--- src/rtl/fpu_pkg.sv ---
// Shared op codes, request record and constants for the FPU dispatch path.
package fpu_pkg;

    typedef enum logic [3:0] {
        OP_FADD  = 4'd2,
        OP_FSUB  = 4'd3,
        OP_FMUL  = 4'd4,
        OP_FINV  = 4'd5,
        OP_FDIV  = 4'd6,
        OP_FHALF = 4'd7,
        OP_FEQ   = 4'd11,
        OP_FLE   = 4'd12,
        OP_FABS  = 4'd13,
        OP_FNEG  = 4'd14
    } fpu_op_e;

    // Tag field width of a queued request; the dispatcher's TAG_W must not exceed it.
    localparam int FPU_TAG_W = 5;

    localparam logic [31:0] QNAN = 32'h7FC00000;

    typedef struct packed {
        logic [3:0]           ctl;
        logic [31:0]          x1;
        logic [31:0]          x2;
        logic [FPU_TAG_W-1:0] tag;
    } fpu_req_t;

    function automatic logic is_legal_op(input logic [3:0] ctl);
        case (ctl)
            OP_FADD, OP_FSUB, OP_FMUL, OP_FINV, OP_FDIV,
            OP_FHALF, OP_FEQ, OP_FLE, OP_FABS, OP_FNEG: return 1'b1;
            default: return 1'b0;
        endcase
    endfunction

endpackage

--- src/rtl/fpu_req_fifo.sv ---
// Request FIFO for the FPU dispatcher: DEPTH entries of fpu_req_t, registered count,
// no bypass of a same-cycle pop when full.
module fpu_req_fifo
    import fpu_pkg::*;
#(
    parameter int DEPTH = 4
) (
    input  logic                    clk,
    input  logic                    rst,
    input  logic                    push,
    input  logic                    pop,
    input  fpu_req_t                wdata,
    output fpu_req_t                rdata,
    output logic                    full,
    output logic                    empty,
    output logic [$clog2(DEPTH):0]  count
);

    localparam int AW = $clog2(DEPTH);
    localparam logic [AW:0] DEPTH_CNT = (AW + 1)'(DEPTH);

    fpu_req_t      mem [DEPTH];
    logic [AW-1:0] wr_ptr;
    logic [AW-1:0] rd_ptr;
    logic          do_push;
    logic          do_pop;

    assign full    = (count == DEPTH_CNT);
    assign empty   = (count == '0);
    assign do_push = push && !full;
    assign do_pop  = pop && !empty;
    assign rdata   = mem[rd_ptr];

    // Pointers are exactly log2(DEPTH) bits so they wrap on their own.
    always_ff @(posedge clk) begin
        if (rst) begin
            wr_ptr <= '0;
            rd_ptr <= '0;
            count  <= '0;
        end else begin
            if (do_push) begin
                wr_ptr <= wr_ptr + 1'b1;
            end
            if (do_pop) begin
                rd_ptr <= rd_ptr + 1'b1;
            end
            case ({do_push, do_pop})
                2'b10:   count <= count + 1'b1;
                2'b01:   count <= count - 1'b1;
                default: count <= count;
            endcase
        end
    end

    always_ff @(posedge clk) begin
        if (do_push) begin
            mem[wr_ptr] <= wdata;
        end
    end

endmodule

--- src/rtl/fpu_dispatch.sv ---
// Queues FP ops from execute and issues them one at a time to the single-outstanding FPU.
// Optional macro FPU_TIMEOUT_EN: abandon an op that gets no fpu_ready within TIMEOUT cycles.
module fpu_dispatch
    import fpu_pkg::*;
#(
    parameter int DEPTH   = 4,
    parameter int TAG_W   = 5,
    parameter int TIMEOUT = 64
) (
    input  logic             clk,
    input  logic             rst,
    input  logic             in_valid,
    output logic             in_ready,
    input  logic [3:0]       in_ctl,
    input  logic [31:0]      in_x1,
    input  logic [31:0]      in_x2,
    input  logic [TAG_W-1:0] in_tag,
    output logic             fpu_en,
    output logic [3:0]       fpu_ctl,
    output logic [31:0]      fpu_x1,
    output logic [31:0]      fpu_x2,
    input  logic             fpu_ready,
    input  logic [31:0]      fpu_y,
    output logic             out_valid,
    input  logic             out_ready,
    output logic [31:0]      out_y,
    output logic [TAG_W-1:0] out_tag,
    output logic             out_err,
    output logic             busy
);

    if (DEPTH < 2 || (DEPTH & (DEPTH - 1)) != 0 || TIMEOUT < 1 || TAG_W > FPU_TAG_W) begin : g_bad_cfg
        $error("fpu_dispatch: DEPTH must be a power of two >= 2, TIMEOUT >= 1, TAG_W <= FPU_TAG_W");
    end

    typedef enum logic [1:0] {IDLE, ISSUE, WAIT, RESULT} state_e;

    state_e                  state;
    state_e                  state_next;
    fpu_req_t                enq_req;
    fpu_req_t                head;
    logic                    full;
    logic                    empty;
    logic [$clog2(DEPTH):0]  count;
    logic                    pop;
    logic                    head_legal;
    logic                    timed_out;
    logic [TAG_W-1:0]        cur_tag;

    assign enq_req    = '{ctl: in_ctl, x1: in_x1, x2: in_x2, tag: FPU_TAG_W'(in_tag)};
    assign head_legal = is_legal_op(head.ctl);

    fpu_req_fifo #(
        .DEPTH (DEPTH)
    ) u_fifo (
        .clk   (clk),
        .rst   (rst),
        .push  (in_valid),
        .pop   (pop),
        .wdata (enq_req),
        .rdata (head),
        .full  (full),
        .empty (empty),
        .count (count)
    );

    assign in_ready  = !full;
    assign fpu_en    = (state == ISSUE);
    assign out_valid = (state == RESULT);
    assign busy      = (count != '0) || (state != IDLE);

`ifdef FPU_TIMEOUT_EN
    localparam int TIMER_W = $clog2(TIMEOUT + 1);
    localparam logic [TIMER_W-1:0] TIMER_LAST = TIMER_W'(TIMEOUT - 1);

    logic [TIMER_W-1:0] timer;

    assign timed_out = (state == WAIT) && !fpu_ready && (timer == TIMER_LAST);

    always_ff @(posedge clk) begin
        if (rst || state == ISSUE) begin
            timer <= '0;
        end else if (state == WAIT) begin
            timer <= timer + 1'b1;
        end
    end
`else
    assign timed_out = 1'b0;
`endif

    always_ff @(posedge clk) begin
        if (rst) begin
            state <= IDLE;
        end else begin
            state <= state_next;
        end
    end

    // A pop happens from IDLE, or from RESULT on the writeback handshake, so a
    // queued op follows a retired one without passing through IDLE.
    always_comb begin
        state_next = state;
        pop        = 1'b0;
        case (state)
            IDLE: begin
                if (!empty) begin
                    pop        = 1'b1;
                    state_next = head_legal ? ISSUE : RESULT;
                end
            end
            ISSUE: state_next = WAIT;
            WAIT: begin
                if (fpu_ready || timed_out) begin
                    state_next = RESULT;
                end
            end
            RESULT: begin
                if (out_ready) begin
                    if (!empty) begin
                        pop        = 1'b1;
                        state_next = head_legal ? ISSUE : RESULT;
                    end else begin
                        state_next = IDLE;
                    end
                end
            end
            default: state_next = IDLE;
        endcase
    end

    // Illegal ops never reach the FPU, so the issue registers keep the last legal op.
    always_ff @(posedge clk) begin
        if (rst) begin
            fpu_ctl <= '0;
            fpu_x1  <= '0;
            fpu_x2  <= '0;
            cur_tag <= '0;
            out_y   <= '0;
            out_tag <= '0;
            out_err <= 1'b0;
        end else if (pop) begin
            if (head_legal) begin
                fpu_ctl <= head.ctl;
                fpu_x1  <= head.x1;
                fpu_x2  <= head.x2;
                cur_tag <= TAG_W'(head.tag);
            end else begin
                out_y   <= '0;
                out_tag <= TAG_W'(head.tag);
                out_err <= 1'b1;
            end
        end else if (state == WAIT && fpu_ready) begin
            out_y   <= fpu_y;
            out_tag <= cur_tag;
            out_err <= 1'b0;
        end else if (timed_out) begin
            out_y   <= QNAN;
            out_tag <= cur_tag;
            out_err <= 1'b1;
        end
    end

endmodule

--- config.mk ---
export PLATFORM = sky130hd
export DESIGN_NAME = fpu_dispatch
export DESIGN_NICKNAME = d
export VERILOG_FILES = /design/src/rtl/fpu_pkg.sv /design/src/rtl/fpu_req_fifo.sv /design/src/rtl/fpu_dispatch.sv
export SDC_FILE = /design/constraint.sdc
export NUM_CORES = 1
export LEC_CHECK = 0
export ABC_CLOCK_PERIOD_IN_PS = 2960
export BUFFER_PORTS_ARGS = -buffer_cell sky130_fd_sc_hd__buf_2
export CAP_MARGIN = 20
export CORE_MARGIN = 8
export CORE_UTILIZATION = 25
export DETAILED_ROUTE_END_ITERATION = 7
export GPL_ROUTABILITY_DRIVEN = 0
export PLACE_DENSITY = 0.52
export SLEW_MARGIN = 15
export SYNTH_ARGS = -nofsm -noshare
export SYNTH_HDL_FRONTEND = slang
export SYNTH_SLANG_ARGS = --single-unit
--- constraint.sdc ---
create_clock -name clk -period 2.96 [get_ports clk]
set_clock_uncertainty 0.2 [all_clocks]
set_input_delay 0.592 -clock clk [delete_from_list [all_inputs] [get_ports clk]]
set_output_delay 0.592 -clock clk [all_outputs]
set_load 0.005 [all_outputs]
==> impl_metrics.ini, run 1 <==
[worst_setup_path]
required_ns = 3.26
cp_common_cell = inv_1
cp_top_family = simple AND/OR/NAND/NOR gates
slowest_stage = or3b_1
crit_type = reg2reg
cp_cell_sequence = or3b_1, and2_1, inv_1, ha_1, inv_1, fa_1, xor2_1, or3_1, a21oi_1
endpoint_kind = flop
cp_num_buf_inv = 2
crit_arrival_ns = 2.95
crit_fanout = 6
crit_path_max_incr_delay_ns = 0.47
startpoint_type = flop

[global_routing]
grt_max_degree = 72
grt_overflow_total = 0
grt_pass1_vias = 9264
antenna_found_initial = 6
track_usage = 0.1038
grt_pass1_wl_microns = 56700

[yosys]
synth_warnings = 0
yosysUniqueCellTypes = 51
synth_async_sr_flop_share = 0
syn-num-nets = 1016
syn_area_sq_mm = 0.01571
synth.avg_cell_area_sq_um = 17.55
syn_inst = 895
ys.flop_type = edfxtp_1
synth_enable_flop_cells = 292
ys_ff_latch = 414
ys_seq_area_frac = 0.7137

[route]
drcViolationCount = 0
post_drt_via_cell_ratio = 4.178
via_count = 8640
avgRoutedWirePerCell_microns = 18.13
postRouteAntennaNets = 0
firstDrtPassIters = 6
drt_wl_total_microns = 37500
initialDrtViolationCount = 414

[clock_network]
ctsResizeCount = 0
clk_latency_ns = 0.57
cts-root-buf = clkbuf_16
tritoncts = done
clkTransAtPathRegs_ns = 0.06
cts_num_sinks = 414
numCtsBuffers = 47
cts_htree_levels = 2
ctsLongestPathBuffers = 3
cts_hold_buffers = 39
post_cts_buffers = 0

[placement]
placed_area_sq_mm = 0.01796
dp.cells = 1937
io_buffers = 219
pre_cts_ws_ns = 0.3175
dpl.hpwl_microns = 23350

[timing]
rsz0062_at_grt = false
setup_viol = 0
fmax_mhz = 377.2
hold_viol_final = 0
period_needed_ns = 2.651
slew_headroom = 0.3376
drv_slew = 0
worst_pin_slew_ns = 0.9936
period_share = 0.8957
final.setup.tns_ns = 0
finalWorstSetupSlack_ns = 0.3087

[floorplanning]
io_pins = 220
placementRows = 92
die_h_microns = 266.7
start_util = 0.2508
die_area_sq_mm = 0.07111
die_w_microns = 266.7
core-area_sq_mm = 0.06262

[status]
outcome = complete, no violations

[cells_and_area]
finalInstanceArea_sq_mm = 0.01989
syn_to_final_growth_pct = 26.65
stdcell_count = 2068
layout-drive-gt1-share = 0.3391
n_fill_cell = 6246
nNetsFinal = 1300

[power]
p_sw_frac = 0.2815
worst_ir_drop_vdd_mv = 0.5146
p_sw_mw = 4.907
p_comb_frac = 0.242
p_per_area_mw_per_mm2 = 876.3
p_int_mw = 12.53
p_clk_frac = 0.330
power_frac_seq = 0.428
p_leak_nw = 7.395

[run]
maxCapViolations = 0

[worst_hold_path]
hold_class = in2reg
-- worst reg2reg max path, delay by kind of cell, from the launching register on --
family	cells	cell delay (ns)
AO/OA/AOI/OAI	1	0.15
XOR/XNOR	1	0.15
adder cells (fa/ha/maj)	2	0.54
buffers and inverters	2	0.14
flip-flops	1	0.37
AND/OR/NAND/NOR	3	1.01
-- cell usage after synthesis (3+ instances only) --
cell type / instances / area share
buf_4: 3 / 0.0014
nand2_1: 69 / 0.016
mux2i_1: 71 / 0.045
buf_12: 5 / 0.0064
xor2_1: 3 / 0.0017
nor3_1: 3 / 0.00096
ha_1: 10 / 0.0080
and3_1: 4 / 0.0016
or3_1: 3 / 0.0012
inv_1: 15 / 0.0036
a221oi_2: 5 / 0.0048
dfxtp_1: 122 / 0.16
mux4_2: 73 / 0.10
nand2b_1: 76 / 0.030
a32o_1: 32 / 0.020
nor2_1: 20 / 0.0048
buf_1: 4 / 0.00096
o21ai_0: 7 / 0.0022
buf_2: 5 / 0.0016
a21oi_1: 7 / 0.0022
clkbuf_1: 30 / 0.0072
edfxtp_1: 292 / 0.56
-- metrics by stage --
stage	hold slack [ns]	utilization	power, mW
after floorplan	0.2316	-	10.43
after global placement	0.2411	0.2866	11.82
after detailed placement	0.2414	0.2868	11.90
after CTS	0.0001554	0.3175	17.83
after global routing	0.007307	0.3176	18.41
final	0.04647	0.3177	17.43
-- path summary, 6_finish.rpt --
kind | start | end | slack (ns) | cells past startpoint
setup / recovery | u_fifo.count[2] | u_fifo.count[2] | 0.31 | 9
hold / removal | fpu_y[14] | out_y[14] | 0.05 | 2
setup reg to reg | u_fifo.count[2] | u_fifo.count[2] | 0.31 | 9
hold reg to reg | out_err | out_err | 0.25 | 2
-- cells by family after synthesis --
kind of cell,after synthesis,synth area share
flops,414,0.7137
simple gates,188,0.06285
mux,144,0.1499
buf+inv,67,0.02398
compound gates,66,0.03752
fa+ha+maj,11,0.009240
xor+xnor,5,0.002788
-- power groups by stage --
stage / combinational, mW / clock, mW / sequential, mW
floorplan: 2.90 / 0 / 7.53
global placement: 4.27 / 0 / 7.55
detailed placement: 4.32 / 0 / 7.59
CTS: 4.38 / 5.98 / 7.47
global route: 4.65 / 6.21 / 7.55
finish: 4.22 / 5.76 / 7.46
-- routing by layer --
layer  routed length, microns  GRT usage
met1                    15860     0.1244
met2                    18220     0.1772
met3                     2527    0.03095
met4                      861    0.03382
met5                       27          0
-- placed cells by master, fill, tap and decap left out, drive strengths merged, types with 3 or more instances in the layout --
cell type / Yosys / final
bufinv: 0 / 4
nand2b: 76 / 76
mux4: 73 / 73
nor2: 20 / 20
and3: 4 / 4
nor3: 3 / 3
o21ai: 7 / 7
dlygate4sd3: 0 / 39
xor2: 3 / 3
nand4: 3 / 3
ha: 10 / 10
a32o: 32 / 32
buf: 20 / 246
clkbuf: 30 / 67
mux2i: 71 / 71
nand2: 69 / 69
diode: 0 / 4
edfxtp: 292 / 292
a221oi: 6 / 6
or3: 3 / 3
dfxtp: 122 / 122
a21oi: 7 / 7
inv: 17 / 21
clkinv: 0 / 11
-- layout make-up --
type	count	area, sq um	area share
well taps	846	1059	0.05321
repair buffers	285	1847	0.09283
diodes	4	10.01	0.0005031
clock buffers	67	1311	0.06591
inverters	17	63.81	0.003208
multi-input cells	414	4163	0.2092
clock inverters	21	222.7	0.01119
flip-flops and latches	414	11220	0.5639
-- registers in the layout, indices dropped and copies added (netlist names), 3 cells and up, named ones only --
signal,flops
out_y,32
fpu_x1,32
u_fifo.mem,292
u_fifo.count,3
out_tag,5
cur_tag,5
fpu_x2,32
fpu_ctl,4
Power figures use the tool's default switching activity.
==> run 2, diff against run 1 <==
--- a/config.mk
+++ b/config.mk
@@ -5,14 +5,16 @@
 export SDC_FILE = /design/constraint.sdc
 export NUM_CORES = 1
 export LEC_CHECK = 0
-export ABC_CLOCK_PERIOD_IN_PS = 2960
+export ABC_AREA = 1
+export ABC_CLOCK_PERIOD_IN_PS = 3000
 export BUFFER_PORTS_ARGS = -buffer_cell sky130_fd_sc_hd__buf_2
 export CAP_MARGIN = 20
 export CORE_MARGIN = 8
 export CORE_UTILIZATION = 25
+export CTS_CLUSTER_SIZE = 28
 export DETAILED_ROUTE_END_ITERATION = 7
 export GPL_ROUTABILITY_DRIVEN = 0
-export PLACE_DENSITY = 0.52
+export PLACE_DENSITY = 0.5
 export SLEW_MARGIN = 15
 export SYNTH_ARGS = -nofsm -noshare
 export SYNTH_HDL_FRONTEND = slang
==> constraint.sdc (replaced) <==
create_clock -name clk -period 3 [get_ports clk]
set_clock_uncertainty 0.2 [all_clocks]
set_input_delay 0.6 -clock clk [delete_from_list [all_inputs] [get_ports clk]]
set_output_delay 0.6 -clock clk [all_outputs]
set_load 0.005 [all_outputs]
==> run 2 against run 1 <==
- flip-flop and latch count did not move
- global-route usage rose by 1.2 points
- synthesized cell count rose by 58%
- clock power rose by 6.2%
- cell area fell by 0.25%
- power rose by 8.4%
- register-to-register slack got worse by 0.03 ns
- core utilization fell by 0.31 points
==> impl_metrics.ini, run 2 <==
[status]
outcome = complete, no violations

[worst_hold_path]
min_path_cells = 1
hold_class = in2reg
hp-start = in_x1[25]
min_to = u_fifo.mem[0][62]

[floorplanning]
die_h_microns = 268.5
core-area_sq_mm = 0.06308
start_util = 0.2528
io_pins = 220
placementRows = 92
die_w_microns = 268.5
die_area_sq_mm = 0.07211

[timing]
hold_viol_final = 0
slew_headroom = 0.5402
period_needed_ns = 2.722
fmax_mhz = 367.3
drv_slew = 0
finalWorstSetupSlack_ns = 0.2777
worst_pin_slew_ns = 0.6896
whs_ns = 0.04736
final.setup.tns_ns = 0
period_share = 0.9074
setup_viol = 0
rsz0062_at_grt = false

[power]
p_per_area_mw_per_mm2 = 952.6
total_power_mw = 18.90
worst_ir_drop_vdd_mv = 0.5913
p_leak_nw = 7.453

[yosys]
synth_enable_flop_cells = 292
synth_top_area_frac = 0.5499
ys_ff_latch = 414
synth_async_sr_flop_share = 0
yosysUniqueCellTypes = 25
syn_area_sq_mm = 0.01594
ys_seq_area_frac = 0.7031
syn-num-nets = 1532
synthTopCellsByCount = nor2_1, edfxtp_1, o21ai_0
synth_top_area_cell = edfxtp_1
synth_most_common_cell = nor2_1
yosys-top-cells-area = edfxtp_1, dfxtp_1, nor2_1, o21ai_0, nand2_1
synth.avg_cell_area_sq_um = 11.30
syn_inst = 1411
synth_warnings = 0
ys.flop_type = edfxtp_1

[clock_network]
cts-root-buf = clkbuf_16
clkTransAtPathRegs_ns = 0.06
clk_latency_ns = 0.57
tritoncts = done
cts_num_sinks = 414
cts_htree_levels = 2
ctsLongestPathBuffers = 3
numCtsBuffers = 48

[run]
maxCapViolations = 0

[worst_setup_path]
regToRegSetupSlack_ns = 0.28
r2r_start = state[0]
crit_arrival_ns = 3.02
slowest_stage = dfxtp_1
required_ns = 3.30
cp_cell_sequence = inv_1, ha_1, a211oi_4, clkbuf_16, inv_2, nand2_2, buf_8, nand3_1, a21oi_1
endpoint_kind = flop
crit_path_max_incr_delay_ns = 0.40
crit_fanout = 38
reg2regPathDepth = 9
crit_type = reg2reg
rr_endpoint = out_y[14]
startpoint_type = flop
crit_start = state[0]

[placement]
dpl.hpwl_microns = 25610
io_buffers = 219
dp.cells = 2413
placed_area_sq_mm = 0.01806
pre_cts_ws_ns = 0.07887

[cells_and_area]
largest_reg_flops = 292
regMostFlops = u_fifo.mem
n_fill_cell = 6463
nNetsFinal = 1743
layout_commonest_cell = nor2_1
regArea_sq_mm = 0.01122
syn_to_final_growth_pct = 24.46
finalInstanceArea_sq_mm = 0.01984
stdcell_count = 2512
multi_input_area_sq_mm = 0.004141
final_cell_mix = nor2_1, edfxtp_1, buf_2, o21ai_0, nand2_1
layout-drive-gt1-share = 0.2157
fin_util = 0.3146

[global_routing]
antenna_found_initial = 12
grt_pass1_wl_microns = 64370
grt_overflow_total = 0
grt_pass1_vias = 10693
grt_max_degree = 77
track_usage = 0.1155

[route]
avgRoutedWirePerCell_microns = 17.59
post_drt_via_cell_ratio = 4.391
firstDrtPassIters = 5
initialDrtViolationCount = 596
via_count = 11030
postRouteAntennaNets = 0
drcViolationCount = 0
drt_wl_total_microns = 44180
==> run 2: how the worst max path moves through the flow <==
stage	end	slack, ns	depth (start not counted)
5_1_grt	out_y[14]	0.05	9
2_1_floorplan	u_fifo.mem[0][0]	-0.34	2
3_5_place_dp	out_y[31]	0.08	9
3_3_place_gp	out_y[25]	0.13	9
6_report	out_y[14]	0.28	9
4_1_cts	out_y[31]	0.06	9
==> run 2: kinds of logic (layout without fill, tap and decap cells) <==
| group | count (synthesis) | count (layout) | synth area share |
|---|---|---|---|
| adders and majority gates | 11 | 11 | 0.009103 |
| other | 0 | 6 | 0 |
| buffers and inverters | 139 | 388 | 0.03963 |
| AOI/OAI and AO/OA | 270 | 270 | 0.09166 |
| and+or+nand+nor | 577 | 577 | 0.1565 |
| DFF | 414 | 414 | 0.7031 |
==> run 2: timing repair <==
| item | 4_1_cts | 5_1_grt |
|---|---|---|
| gates resized for setup | 0 | 6 |
| hold endpoints to repair | 0 | 0 |
| hold buffers | 0 | 0 |
| setup buffers | 0 | 3 |
| setup endpoints to repair | 0 | 37 |
==> run 2: metal layers <==
metal  vias to the layer above  global-route usage  wire length [microns]
met3                       104             0.03200                   3444
li1                       5354                   -                      -
met5                         -                   0                     80
met4                        12             0.04480                   1322
met2                       313              0.1906                  20250
met1                      5247              0.1429                  19080
==> run 2: power by group <==
group	switching (mW)	leakage [nW]	internal, mW
clock network	2.34	0.849	3.79
registers	0.374	3.68	7.04
logic	3.55	2.93	1.81
total	6.26	7.45	12.6
==> run 2: critical path, delay by kind of cell, from the launching register on <==
family          cells  cell delay, ns
flops               1            0.40
buf+inv             4            0.87
fa+ha+maj           1            0.34
simple gates        2            0.30
compound gates      2            0.53
==> run 2: area by class of cell <==
| type | instances | area share |
|---|---|---|
| flip-flops and latches | 414 | 0.5653 |
| clock inverters | 22 | 0.01192 |
| repair buffers | 254 | 0.07623 |
| inverters | 45 | 0.009079 |
| multi-input cells | 858 | 0.2087 |
| clock buffers | 66 | 0.07427 |
| diodes | 6 | 0.0007566 |
| well taps | 846 | 0.05334 |
| repair inverters | 1 | 0.0003783 |
==> run 3, diff against run 2 <==
--- a/config.mk
+++ b/config.mk
@@ -9,9 +9,10 @@
 export ABC_CLOCK_PERIOD_IN_PS = 3000
 export BUFFER_PORTS_ARGS = -buffer_cell sky130_fd_sc_hd__buf_2
 export CAP_MARGIN = 20
+export CORE_ASPECT_RATIO = 0.75
 export CORE_MARGIN = 8
 export CORE_UTILIZATION = 25
-export CTS_CLUSTER_SIZE = 28
+export CTS_CLUSTER_SIZE = 20
 export DETAILED_ROUTE_END_ITERATION = 7
 export GPL_ROUTABILITY_DRIVEN = 0
 export PLACE_DENSITY = 0.5
==> constraint.sdc (replaced) <==
create_clock -name clk -period 3 [get_ports clk]
set_clock_uncertainty 0.2 [all_clocks]
set_input_delay 0.6 -clock clk [delete_from_list [all_inputs] [get_ports clk]]
set_output_delay 0.6 -clock clk [all_outputs]
set_load 0.05 [all_outputs]
==> run 3 against run 2 <==
- core utilization is 0.31 points lower
- final cell count rose by 0.56%
- register-to-register slack improved by 0.02 ns
- clock power is 6.0% lower
- global-route usage grew 0.53 points
- routed wire length is 1.8% higher
- critical path depth is 1 higher
- count of clock-buffer cells in the layout increased by 1
- sequential share of layout area grew 0.30 points
- non-clock buffer count rose by 5
- combinational power is 27% higher
==> impl_metrics.ini, run 3 (synthesis results as in run 2) <==
[power]
p_int_mw = 12.35
total_power_mw = 20.00
worst_ir_drop_vdd_mv = 0.5462
p_sw_frac = 0.3823
p_comb_frac = 0.341
p_sw_mw = 7.647
p_leak_nw = 7.380
power_frac_seq = 0.372
p_per_area_mw_per_mm2 = 1013
p_clk_frac = 0.287

[timing]
fmax_mhz = 370.1
slew_headroom = 0.3344
finalWorstSetupSlack_ns = 0.2981
setup_viol = 0
drv_slew = 0
whs_ns = 0.04695
hold_viol_final = 0
rsz0062_at_grt = false
period_needed_ns = 2.702
worst_pin_slew_ns = 0.9972
period_share = 0.9006

[worst_setup_path]
crit_type = reg2reg
startpoint_type = flop
rr_endpoint = u_fifo.count[2]
cp_num_buf_inv = 2
required_ns = 3.25
reg2regPathDepth = 10
crit_start = state[0]
cp_cell_sequence = inv_1, ha_1, a211oi_4, ha_1, inv_1, fa_1, a21oi_1, o21ai_0, o21ai_0, a21oi_1
crit_arrival_ns = 2.95
regToRegSetupSlack_ns = 0.30
slowest_stage = dfxtp_1
crit_fanout = 5
cp_top_family = adder cells
r2r_start = state[0]
crit_path_max_incr_delay_ns = 0.45
endpoint_kind = flop

[floorplanning]
die_area_sq_mm = 0.07220
core-area_sq_mm = 0.06336
start_util = 0.2516
placementRows = 80
io_pins = 220
die_w_microns = 307.6
die_h_microns = 234.7

[cells_and_area]
finalInstanceArea_sq_mm = 0.01974
layout-drive-gt1-share = 0.2034
regMostFlops = u_fifo.mem
fin_util = 0.3115
final_cell_mix = nor2_1, edfxtp_1, buf_2, o21ai_0, nand2_1
layout_commonest_cell = nor2_1
nNetsFinal = 1745
largest_reg_flops = 292
syn_to_final_growth_pct = 23.79

[route]
postRouteAntennaNets = 0
firstDrtPassIters = 5
initialDrtViolationCount = 638
route.met2.wl_microns = 21610
via_count = 11008
avgRoutedWirePerCell_microns = 17.80
m1WireLength_microns = 19800
drt_wl_total_microns = 44950
dr_wl_met3_microns = 2539
drcViolationCount = 0
post_drt_via_cell_ratio = 4.358
top_layer_used = met5

[global_routing]
antenna_found_initial = 13
grt_pass1_vias = 10952
grt_max_degree = 81
grt_overflow_total = 0
grt_pass1_wl_microns = 67970
track_usage = 0.1208

[clock_network]
cts-root-buf = clkbuf_16
post_cts_buffers = 0
cts_num_sinks = 414
tritoncts = done
numCtsBuffers = 46
clkTransAtPathRegs_ns = 0.06
ctsLongestPathBuffers = 3
clk_latency_ns = 0.57
cts_htree_levels = 2

[placement]
io_buffers = 219
placed_area_sq_mm = 0.01811
dpl.hpwl_microns = 27090
pre_cts_ws_ns = 0.3268

[worst_hold_path]
min_to = u_fifo.mem[0][13]
hold_class = in2reg
min_path_cells = 1
hp-start = in_x2[8]

[run]
maxCapViolations = 0

[status]
outcome = complete, no violations
run 3: changes by cell type in the layout (fill, tap and decap cells not counted), sizes merged:
| cell | change |
|---|---|
| clkinvlp | -2 |
| inv | -3 |
| dlygate4sd3 | +6 |
| clkinv | +1 |
| diode | -3 |
run 3: power groups by stage:
stage | Combinational (mW) | Clock [mW] | Sequential (mW)
2_1_floorplan | 3.58 | 0 | 8.86
3_3_place_gp | 6.89 | 0 | 7.54
3_5_place_dp | 6.96 | 0 | 7.56
4_1_cts | 6.99 | 5.95 | 7.45
5_1_grt | 7.51 | 6.17 | 7.53
6_report | 6.82 | 5.75 | 7.43
run 3: area by class of cell:
class | count | area (sq um)
clock buffers | 67 | 1355
multi-input cells | 858 | 4151
diodes | 3 | 7.507
well taps | 861 | 1077
fillers | 6465 | 43620
inverters | 45 | 177.7
repair buffers | 259 | 1549
clock inverters | 19 | 201.4
flip-flops and latches | 414 | 11220
run 3: how the worst max path moves through the flow:
stage / to / slack [ns] / cells past startpoint
6_report: u_fifo.count[2] / 0.30 / 10
4_1_cts: u_fifo.count[2] / 0.31 / 10
3_3_place_gp: u_fifo.count[2] / 0.26 / 10
2_1_floorplan: u_fifo.mem[0][0] / -0.77 / 4
5_1_grt: u_fifo.count[2] / 0.13 / 10
3_5_place_dp: u_fifo.count[2] / 0.33 / 10
run 3: what timing repair did:
item | CTS | global route
endpoints found under the hold margin | 21 | 0
setup endpoints to repair | 0 | 0
hold buffers | 6 | 0
gates resized for setup | 0 | 0
run 3: layer usage:
| metal | GRT usage | vias to the layer above |
|---|---|---|
| li1 | - | 5350 |
| met1 | 0.1523 | 5348 |
| met2 | 0.2022 | 214 |
| met3 | 0.03352 | 78 |
| met4 | 0.03201 | 18 |
| met5 | 0 | - |
run 3: per-stage QoR:
stage	instances	setup TNS, ns
floorplan	1411	-223.39
global placement	2431	0
CTS	2523	0
global route	2524	0
finish	2526	0
detailed placement	2431	0
